$ cat src/rtl/mat_row_streamer.sv
// Captures an NxN row-major matrix from a load stream and replays it on demand
// as N rows of N elements, tlast on each row's final element.
module mat_row_streamer #(
  parameter int N  = 2,
  parameter int DW = 32
) (
  input  logic          aclk,
  input  logic          areset,
  input  logic [DW-1:0] s_axis_tdata,
  input  logic          s_axis_tvalid,
  input  logic          s_axis_tlast,
  output logic          s_axis_tready,
  input  logic          start,
  input  logic          clear,
  output logic [DW-1:0] m_axis_tdata,
  output logic          m_axis_tvalid,
  output logic          m_axis_tlast,
  input  logic          m_axis_tready,
  output logic          mat_loaded,
  output logic          busy,
  output logic          done,
  output logic          load_err
);
  localparam int DEPTH = N * N;
  localparam int IW    = $clog2(DEPTH);
  localparam int CW    = $clog2(N);
  localparam logic [IW-1:0] LAST_IDX = IW'(DEPTH - 1);
  localparam logic [CW-1:0] LAST_COL = CW'(N - 1);

  typedef enum logic [1:0] {S_LOAD, S_READY, S_STREAM} state_t;

  state_t        state_q, state_d;
  logic [IW-1:0] wr_idx_q, wr_idx_d;
  logic [IW-1:0] rd_idx_q, rd_idx_d;
  logic [CW-1:0] row_q, row_d;
  logic [CW-1:0] col_q, col_d;
  logic [DW-1:0] tdata_q, tdata_d;
  logic          tvalid_q, tvalid_d;
  logic          done_q, done_d;
  logic          err_q, err_d;
  logic          wr_en;

  logic [DW-1:0] mem [DEPTH];

  always_comb begin
    state_d  = state_q;
    wr_idx_d = wr_idx_q;
    rd_idx_d = rd_idx_q;
    row_d    = row_q;
    col_d    = col_q;
    tdata_d  = tdata_q;
    tvalid_d = tvalid_q;
    done_d   = 1'b0;
    err_d    = 1'b0;
    wr_en    = 1'b0;
    case (state_q)
      S_LOAD: begin
        if (s_axis_tvalid) begin
          wr_en = 1'b1;
          if (s_axis_tlast && wr_idx_q == LAST_IDX) begin
            state_d  = S_READY;
            wr_idx_d = '0;
          end else if (s_axis_tlast || wr_idx_q == LAST_IDX) begin
            // Misframed matrix: restart capture so the next beat is element 0.
            err_d    = 1'b1;
            wr_idx_d = '0;
          end else begin
            wr_idx_d = wr_idx_q + IW'(1);
          end
        end
      end
      S_READY: begin
        if (start) begin
          state_d  = S_STREAM;
          rd_idx_d = '0;
          row_d    = '0;
          col_d    = '0;
        end else if (clear) begin
          state_d = S_LOAD;
        end
      end
      S_STREAM: begin
        if (!tvalid_q) begin
          // First cycle of a replay fills the output register with element 0.
          tvalid_d = 1'b1;
          tdata_d  = mem[rd_idx_q];
        end else if (m_axis_tready) begin
          if (rd_idx_q == LAST_IDX) begin
            tvalid_d = 1'b0;
            done_d   = 1'b1;
            state_d  = S_READY;
            rd_idx_d = '0;
            row_d    = '0;
            col_d    = '0;
          end else begin
            rd_idx_d = rd_idx_q + IW'(1);
            if (col_q == LAST_COL) begin
              col_d = '0;
              row_d = row_q + CW'(1);
            end else begin
              col_d = col_q + CW'(1);
            end
            tdata_d = mem[rd_idx_d];
          end
        end
      end
      default: state_d = S_LOAD;
    endcase
  end

  always_ff @(posedge aclk) begin
    if (areset) begin
      state_q  <= S_LOAD;
      wr_idx_q <= '0;
      rd_idx_q <= '0;
      row_q    <= '0;
      col_q    <= '0;
      tdata_q  <= '0;
      tvalid_q <= 1'b0;
      done_q   <= 1'b0;
      err_q    <= 1'b0;
    end else begin
      state_q  <= state_d;
      wr_idx_q <= wr_idx_d;
      rd_idx_q <= rd_idx_d;
      row_q    <= row_d;
      col_q    <= col_d;
      tdata_q  <= tdata_d;
      tvalid_q <= tvalid_d;
      done_q   <= done_d;
      err_q    <= err_d;
    end
  end

  // Storage is deliberately left out of reset; mat_loaded qualifies it.
  always_ff @(posedge aclk) begin
    if (wr_en && !areset) mem[wr_idx_q] <= s_axis_tdata;
  end

  assign s_axis_tready = (state_q == S_LOAD);
  assign m_axis_tdata  = tdata_q;
  assign m_axis_tvalid = tvalid_q;
  assign m_axis_tlast  = tvalid_q && (col_q == LAST_COL);
  assign mat_loaded    = (state_q == S_READY) || (state_q == S_STREAM);
  assign busy          = (state_q == S_STREAM);
  assign done          = done_q;
  assign load_err      = err_q;
endmodule
$ cat config.mk
export PLATFORM = sky130hd
export DESIGN_NAME = mat_row_streamer
export DESIGN_NICKNAME = d
export VERILOG_FILES = /design/src/rtl/mat_row_streamer.sv
export SDC_FILE = /design/constraint.sdc
export NUM_CORES = 1
export LEC_CHECK = 0
export ABC_AREA = 1
export ABC_CLOCK_PERIOD_IN_PS = 3200
export CAP_MARGIN = 0
export CORE_MARGIN = 10
export CORE_UTILIZATION = 45
export CTS_BUF_LIST = sky130_fd_sc_hd__clkbuf_8
export DETAILED_ROUTE_END_ITERATION = 12
export PLACE_DENSITY = 0.76
export RECOVER_POWER = 100
export SYNTH_ARGS = -nofsm -noshare
export SYNTH_HDL_FRONTEND = slang
export SYNTH_SLANG_ARGS = --single-unit
$ cat constraint.sdc
create_clock -name aclk -period 3.2 [get_ports aclk]
set_clock_uncertainty 0.15 [all_clocks]
set_input_delay 0.48 -clock aclk [delete_from_list [all_inputs] [get_ports aclk]]
set_output_delay 0.48 -clock aclk [all_outputs]
set_load 0.02 [all_outputs]
==> results_dict.tcl <==
set metrics [dict create \
    yosysSeqAreaShare_pct 58.3 \
    drtIter0Drc 834 \
    viasPerCell 5.38 \
    firstDrtPassIters 9 \
    use_met2_pct 28.6 \
    synth_nets 979 \
    gp_congestion 0.752 \
    grt.overflow.total 0 \
    ys_types 19 \
    cts-buffers-inserted 17 \
    globalRouteMet3Util_pct 4.08 \
    io_buffer_count 77 \
    synth_warnings 0 \
    antenna_found_initial 0 \
    ys_seq_elements 172 \
    die_x_um 154 \
    htreeDepth 4 \
    clock-sinks 172 \
    drv_slew 0 \
    drt_wl_total_mm 21.1 \
    post_cts_buffers 0 \
    maxCapViolCount 0 \
    path_max_fanout 23 \
    insertion_delay_ns 0.47 \
    fin_ws_ns 0.545 \
    grt_use_met1_pct 21.9 \
    period_needed_ns 2.66 \
    root_buffer "clkbuf_8" \
    vdd.ir_drop.worst_mv 0.310 \
    multi_input_area_um2 2770 \
    arrival_ns 2.67 \
    hold_class "reg -> reg" \
    clock_path_buffers 2 \
    synth_top_area_cell "edfxtp_1" \
    io_pins 78 \
    path_clk_slew_ns 0.09 \
    synth_area_um2 8100 \
    status "completed" \
    core.rowCount 49 \
    fin_setup_tns_ns 0 \
    cp-end-kind "register" \
    post_cts_resized 0 \
    route.vias.total 6588 \
    worst_slew_pin_slew_ns 1.22 \
    fillCellCount 1573 \
    hold_buffers 0 \
    synth.avg_cell_area_um2 8.73 \
    synth.most_common_cell "nand2_1" \
    grt_pass1_wl_mm 33.5 \
    rsz0062_at_grt "false" \
    nets 1034 \
    grt_usage_pct 17.4 \
    syn2layout_area_growth_pct 16.5 \
    num_antenna_cells 0 \
    ant_nets 0 \
    clock.fmax_mhz 377 \
    max_stage_delay_ns 0.81 \
    powerDensity_nw_per_um2 588 \
    fin_crit_sh_pct 83.0 \
    critPathKind "reg -> reg" \
    place_ws_ns 0.578 \
    initial_utilization_pct 45.4 \
    crit_chain "inv_1, ha_1, nand2_1, inv_1, nand2_1, nor2_1, buf_12" \
    synth_flop_cell "edfxtp_1" \
    synth_top_area_share_pct 47.4 \
    grt_max_degree 67 \
    synth_common_cells "nand2_1, nand3_1, edfxtp_1" \
    hold_viol 0 \
    cp_slowest_cell "nor2_1" \
    dp_hpwl_mm 12.4 \
    die_area_um2 23800 \
    seq_area_um2 4730 \
    slew_headroom_pct 18.6 \
    power_leakage_nw 3.81 \
    wire_per_inst_um 17.3 \
    grt-busiest-layer "met2" \
    power.total_mw 5.55 \
    synthCells 928 \
    synth_top_cells_by_area "edfxtp_1, nand2_1, nand3_1, dfxtp_1, inv_1" \
    synth-edff-count 128 \
    async_flop_share_pct 0 \
    first_global_vias 6318 \
    drc 0 \
    worst_setup_path_start_kind "register" \
    critPathRequiredTime_ns 3.22 \
    setup_viol 0 \
    die_h_um 154 \
    drive_gt1_share_pct 5.22 \
    cts_tree "done" \
    core_area_um2 17800 \
]
through the flow:
stage	util (%)	hold WS, ns	cells	area (um^2)
floorplan	-	0.325	928	8100
global placement	51.0	0.357	1193	9090
detailed placement	51.0	0.365	1193	9090
CTS	53.1	0.379	1225	9480
global route	52.9	0.397	1225	9440
finish	52.9	0.371	1225	9440
layer usage:
metal | share of wire [%] | up-vias | wire [um]
met5 | 0 | - | 0
met4 | 1.1 | 0 | 228
met3 | 9.4 | 20 | 2000
met2 | 49 | 358 | 10300
met1 | 41 | 3024 | 8610
li1 | - | 3186 | -
path summary, 6_finish.rpt:
| kind | start | end | slack, ns | cells past startpoint |
|---|---|---|---|---|
| setup / recovery | state_q[0]$_SDFFE_PP0P_ | mem[2][18]$_DFFE_PP_ | 0.54 | 7 |
| hold / removal | col_q$_SDFFE_PP0P_ | col_q$_SDFFE_PP0P_ | 0.37 | 2 |
| setup reg to reg | state_q[0]$_SDFFE_PP0P_ | mem[2][18]$_DFFE_PP_ | 0.54 | 7 |
| hold reg to reg | col_q$_SDFFE_PP0P_ | col_q$_SDFFE_PP0P_ | 0.37 | 2 |
worst max-delay path: cells and delay by family (launching register included):
| family | cells | cell delay, ns |
|---|---|---|
| simple gates | 3 | 1.11 |
| flops | 1 | 0.36 |
| fa+ha+maj | 1 | 0.19 |
| buf+inv | 3 | 0.53 |
final cells by class:
class	count	share of cell area [%]
repair buffers	94	9.97
clock buffers	17	2.48
well taps	229	3.04
clock inverters	15	1.64
inverters	86	3.42
flip-flops and latches	172	50.1
multi-input cells	612	29.4
cell families after synthesis:
kind of cell,synth area share [%]
adders and majority gates,1.85
and+or+nand+nor,29.3
AOI/OAI and AO/OA,2.98
buffers and inverters,7.60
DFF,58.3
state kept, by name (all words and copies together) (netlist names), named ones only:
| name | cells |
|---|---|
| mem | 128 |
| m_axis_tdata | 32 |
| rd_idx_q | 2 |
| state_q | 2 |
| wr_idx_q | 2 |
| col_q | 1 |
| done | 1 |
| load_err | 1 |
| m_axis_tvalid | 1 |
report_power, final:
part	total (mW)	leakage [nW]	switching (mW)	internal, mW
Clock	1.53	0.193	0.780	0.754
Sequential	2.61	1.52	0.0727	2.54
Combinational	1.41	2.10	0.948	0.460
cells in the final DEF, fill, tap and decap left out, types with 6 or more instances in the layout:
cell type	instances
buf_4	10
clkdlybuf4s50_1	6
dlygate4sd3_1	71
nand2_1	309
ha_1	12
a21oi_1	39
inv_1	83
nor2_1	16
edfxtp_1	128
nand3_1	228
dfxtp_1	42
clkbuf_8	17
(Power assumes the default switching activity.)
